==> src/rtl/ifetch_unit.sv <==
// rtl/ifetch_unit.sv - moka_rv32 instruction fetch: owns the PC, fetches one word at a time, hands it to decode.
// Redirects either retarget the PC or mark an outstanding fetch stale.
module ifetch_unit #(
  parameter int                    DATA_WIDTH = 32,
  parameter logic [DATA_WIDTH-1:0] RESET_PC   = '0
) (
  input  logic                  clk,
  input  logic                  rst,
  input  logic                  en,
  output logic                  imem_req,
  output logic [DATA_WIDTH-1:0] imem_addr,
  input  logic                  imem_rvalid,
  input  logic [DATA_WIDTH-1:0] imem_rdata,
  input  logic                  redirect,
  input  logic [DATA_WIDTH-1:0] redirect_pc,
  input  logic                  dec_ready,
  output logic                  instr_valid,
  output logic [DATA_WIDTH-1:0] instr,
  output logic [DATA_WIDTH-1:0] instr_pc,
  output logic [DATA_WIDTH-1:0] instr_pc_plus4,
  output logic [6:0]            op,
  output logic [2:0]            funct3,
  output logic                  funct7
);

  typedef enum logic [1:0] {IDLE, FETCH, VALID} state_t;

  localparam logic [DATA_WIDTH-1:0] FOUR       = DATA_WIDTH'(4);
  localparam logic [DATA_WIDTH-1:0] ALIGN_MASK = ~DATA_WIDTH'(3);

  state_t                state;
  logic [DATA_WIDTH-1:0] pc;
  logic [DATA_WIDTH-1:0] req_addr;
  logic                  drop;
  logic [DATA_WIDTH-1:0] target;
  logic [DATA_WIDTH-1:0] next_addr;

  // A redirect arriving in the same cycle a new fetch starts wins over the stored PC.
  assign target    = redirect_pc & ALIGN_MASK;
  assign next_addr = redirect ? target : pc;

  assign imem_addr      = req_addr;
  assign instr_pc_plus4 = instr_pc + FOUR;
  assign op             = instr[6:0];
  assign funct3         = instr[14:12];
  assign funct7         = instr[30];

  always_ff @(posedge clk) begin
    if (rst) begin
      state       <= IDLE;
      pc          <= RESET_PC;
      req_addr    <= '0;
      drop        <= 1'b0;
      imem_req    <= 1'b0;
      instr_valid <= 1'b0;
      instr       <= '0;
      instr_pc    <= '0;
    end else begin
      if (redirect) pc <= target;
      unique case (state)
        IDLE: begin
          if (en) begin
            state    <= FETCH;
            imem_req <= 1'b1;
            req_addr <= next_addr;
          end
        end
        FETCH: begin
          if (imem_rvalid) begin
            drop <= 1'b0;
            if (drop || redirect) begin
              // Stale response: throw it away and either refetch or park.
              if (en) begin
                req_addr <= next_addr;
              end else begin
                state    <= IDLE;
                imem_req <= 1'b0;
              end
            end else begin
              state       <= VALID;
              imem_req    <= 1'b0;
              instr_valid <= 1'b1;
              instr       <= imem_rdata;
              instr_pc    <= req_addr;
              pc          <= req_addr + FOUR;
            end
          end else if (redirect) begin
            // The address must not move mid-handshake, so remember to discard instead.
            drop <= 1'b1;
          end
        end
        VALID: begin
          if (redirect || dec_ready) begin
            instr_valid <= 1'b0;
            if (en) begin
              state    <= FETCH;
              imem_req <= 1'b1;
              req_addr <= next_addr;
            end else begin
              state <= IDLE;
            end
          end
        end
        default: begin
          state       <= IDLE;
          imem_req    <= 1'b0;
          instr_valid <= 1'b0;
        end
      endcase
    end
  end

endmodule

==> config.mk <==
export PLATFORM = sky130hd
export DESIGN_NAME = ifetch_unit
export DESIGN_NICKNAME = d
export VERILOG_FILES = /design/src/rtl/ifetch_unit.sv
export SDC_FILE = /design/constraint.sdc
export NUM_CORES = 1
export LEC_CHECK = 0
export CORE_MARGIN = 3
export CORE_UTILIZATION = 46
export CTS_CLUSTER_SIZE = 16
export DETAILED_ROUTE_END_ITERATION = 7
export PLACE_DENSITY = 0.8
export SYNTH_ARGS = -nofsm -noshare
export SYNTH_HDL_FRONTEND = slang
export SYNTH_SLANG_ARGS = --single-unit
==> constraint.sdc <==
create_clock -name clk -period 2.1 [get_ports clk]
set_input_delay 0.315 -clock clk [delete_from_list [all_inputs] [get_ports clk]]
set_output_delay 0.315 -clock clk [all_outputs]
set_load 0.005 [all_outputs]
Yosys cells after proc, flatten, opt, wreduce, memory -nomap -nowiden. Index checks and enable logic that the tools add are counted.

Add/sub/neg operators: 2. Eq/ne operators: 8. Mux-type cells: 28. Bitwise logic cells: 2. Reduce and logical (&&, ||, !) cells: 11.

Operator list (count): $mux 32 (8); $pmux 32 s3 (1); $add 32x3->32 const B (2); $reduce_and 4->1 (3); $mux 1 (11); $mux 2 (5); $ne 2x2->1 const B (5); $pmux 1 s3 (2); $pmux 2 s3 (1); $reduce_and 3->1 (2); $ne 3x3->1 const B (1); $reduce_bool 3->1 (1); $eq 2x1->1 const B (1); $eq 2x2->1 const B (1); $logic_not 2->1 (1); $logic_or 1x1->1 (2); $not 1->1 (2); $reduce_and 2->1 (1); $reduce_bool 2->1 (1).

Register bits: 133. Input bits: 70. Output and inout bits: 141. Word-level logic and storage cells: 59.

Logic depth before layout (Yosys ltp).
Depth in word-level cells: 5. Gate-level depth with buffers: 8. Depth with buffers taken out: 6.

Worst setup path after synthesis. OpenSTA, ideal clock, no wires.

Path type: register to output. Start point: reg instr_pc[2]. End point: out instr_pc_plus4[26]. Arrival: 1.515 ns. Setup slack: 0.270 ns. Stages on the path, launching flop included: 7. Path buffers: 0. Path through: dfxtp_1 -> ha_1 -> nand2_1 -> nor3_1 -> and2_1 -> nand4_1 -> xnor2_1.

Cells in the longest elaborated chain, start to end: 1.

Ends and longest elaborated chain: start: declaration (line 19) `output logic [DATA_WIDTH-1:0] instr_pc,`; start signal: assignment (line 84) `instr_pc <= req_addr;`; $add 32x3->32 (line 43) `assign instr_pc_plus4 = instr_pc + FOUR;`; end: declaration (line 20) `output logic [DATA_WIDTH-1:0] instr_pc_plus4,`.

No other way between the ends.

Worst setup path in the final report.
Start point: reg instr_pc[12]. End point: out instr_pc_plus4[30].

Same word-level chain as after synthesis.

==> metrics <==
status complete, but fails checks; failing checks setup timing; Total Routing Usage GR 23.9%; post-synth top area cell dfxtp_1; syn nets 849; IO buf count 208; Netlist cell types 49; Antenna Nets Post-Route 0; vias in the first global route 5,695; maximum clock frequency 445 MHz; worst min path class in2reg; CTS tree done; Clock Sinks 133; Clock Latency Late Sink 0.42 ns; hold_sp redirect; synth cell count leaders 155 x nand2_1, 133 x dfxtp_1, 97 x a21oi_1; total power 6.23 mW; Hold Path Stages 3; Root Buffer clkbuf_16; Worst VDD drop 0.494 mV; post-DR wirelength/cell 15.8 um; Initial Util 47.4%; final core occ 72.0%; fin crit share 107%; I/O pin total 211; critical path fanouts, max 4; RR Startpoint state[0]$_SDFFE_PP0P_; CTS H-Tree Depth 4; Post-synth EDFFs 0; reg2reg end pc[11]$_SDFF_PP0_; Async S/R FF share, synth 0%; Worst-Margin Slew 0.561 ns; synthesized area 6330 sq um; Pre-Repair DR Iteration Count 5; layout cells sized above 1 18.2%; area grow syn2layout 51.9%; final setup fails 12; Slew Limit Fails 0; drt total wl 19,000 um; Leak 3.72 nW; Core Rows 42; largest net degree at the start of global routing 75; core box area 13,300 sq um; number of synthesized register bits 133; Mapped Cells 777; DR vias/cell 5.25; Num CTS Buffers 17; Final Hold Viols 0; Max Cap Viol 0; Final HPWL DP 13,000 um; gr ovfl total 0; type of origin of the critical path flip-flop; Tmin final 2.25 ns; register area share after synthesis 42.1%; clk buf depth 2; top post-synthesis cells by area dfxtp_1 42%, nand2_1 9.2%, a21oi_1 7.7%; first-pass GRT wire length 28,900 um; Crit path arrival time 1.93 ns; die area 15,200 sq um; top cell type's share of synthesized area 42.1%; initial antenna violation count 1; RSZ-0062 raised after global routing yes; Synth Flop Type dfxtp_1; setup slack, reg-to-reg 0.28 ns; WS Path Type reg2out; Reg2Reg Depth 5; GPL Wtd Cong 0.867; Worst Hold Path EP pc[6]$_SDFF_PP0_; synth warn 0; Die Span X 123 um; Relative slew margins 62.6%; DRC Markers 0; Die H 123 um; min setup slack post-route -0.149 ns; Mean Syn Cell Area 8.14 sq um; Post-Route Skew 0.0106 ns; Cell Pwr Density 648 nW/um^2; most common cell in the netlist nand2_1; Worst setup EP type output port; # hold bufs at CTS 0; CTS clk-pin slew, worst paths 0.06 ns; Post-layout nets 1,087; vias post-DR 6,320; initial DRC count 403; WP data required 1.78 ns
sequential cells by signal (all words and copies together) (netlist names):
register     cells
instr           32
imem_req         1
instr_valid      1
pc              32
state            2
instr_pc        32
drop             1
imem_addr       32
per-stage QoR:
step	TNS (ns)	instance area (sq um)	cells	hold slack [ns]	worst slack, ns
floorplan	0	6330	777	0.412	0.270
global placement	-1.30	8840	1161	0.441	-0.173
detailed placement	-2.03	8840	1161	0.447	-0.232
CTS	-1.01	9500	1199	0.308	-0.164
global route	-2.90	9610	1203	0.338	-0.283
finish	-1.18	9610	1203	0.318	-0.149
how the worst max path moves through the flow:
stage                              startpoint                 end  cells after the start
floorplan            instr_pc[2]$_SDFFE_PP0P_  instr_pc_plus4[26]                      6
global placement     instr_pc[3]$_SDFFE_PP0P_  instr_pc_plus4[26]                      8
detailed placement   instr_pc[3]$_SDFFE_PP0P_  instr_pc_plus4[30]                      8
CTS                 instr_pc[18]$_SDFFE_PP0P_  instr_pc_plus4[30]                      8
global route        instr_pc[14]$_SDFFE_PP0P_  instr_pc_plus4[30]                      8
finish              instr_pc[12]$_SDFFE_PP0P_  instr_pc_plus4[30]                      8
layout by cell type, fill, tap and decap left out, types with 6 or more instances in the layout:
| cell | n |
|---|---|
| nor2_4 | 6 |
| buf_6 | 7 |
| clkbuf_16 | 17 |
| a21o_1 | 9 |
| buf_4 | 68 |
| and3_1 | 6 |
| nand3_1 | 17 |
| and4_1 | 6 |
| dfxtp_1 | 116 |
| a211oi_1 | 37 |
| xnor2_1 | 27 |
| xor2_1 | 23 |
| buf_2 | 22 |
| nor2_1 | 66 |
| nand2_1 | 153 |
| nand2b_1 | 7 |
| dfxtp_2 | 14 |
| clkdlybuf4s50_1 | 179 |
| a21oi_1 | 97 |
| nand4_1 | 16 |
| mux2i_1 | 28 |
cells by family after synthesis:
family          synth area share (%)
compound gates                  15.8
buf+inv                         6.25
fa+ha+maj                      0.396
simple gates                    23.4
mux                             4.43
flops                           42.1
xor+xnor                        7.61
repair_timing:
| action | 4_1_cts | 5_1_grt |
|---|---|---|
| setup buffers | 8 | 5 |
| setup endpoints to repair | 27 | 20 |
| resized for setup | 136 | 25 |
| pin swaps | 31 | 22 |
| cloned | 0 | 0 |
per-layer routing:
metal / part of all wire (%) / wire length, um / vias to the layer above / GRT usage [%]
met1: 43 / 8100 / 2935 / 31.4
met5: 0 / 0 / - / 0
met3: 7.5 / 1430 / 22 / 6.91
met2: 48 / 9160 / 226 / 38.8
met4: 1.7 / 330 / 0 / 6.02
li1: - / - / 3137 / -
power by group:
| part | switching, mW | internal (mW) |
|---|---|---|
| Combinational | 0.409 | 0.471 |
| Sequential | 0.0838 | 2.64 |
| Clock | 1.02 | 1.61 |
cell type report:
cell class | instances | area (sq um)
Antenna cell | 1 | 2.50
Clock buffer | 25 | 495
Clock inverter | 5 | 25.0
Fill cell | 1014 | 3740
Inverter | 5 | 18.8
Multi-Input combinational cell | 571 | 3510
Sequential cell | 133 | 2690
Tap cell | 176 | 220
Timing Repair Buffer | 287 | 2650
worst max-delay path, stage by stage (launching register included):
cell     delay, ns
dfxtp_2       0.32
nand4_1       0.13
nor4_2        0.29
buf_4         0.16
buf_6         0.10
and2_4        0.16
nand3_2       0.08
xnor2_1       0.15
buf_2         0.13
Power figures use the tool's default switching activity.
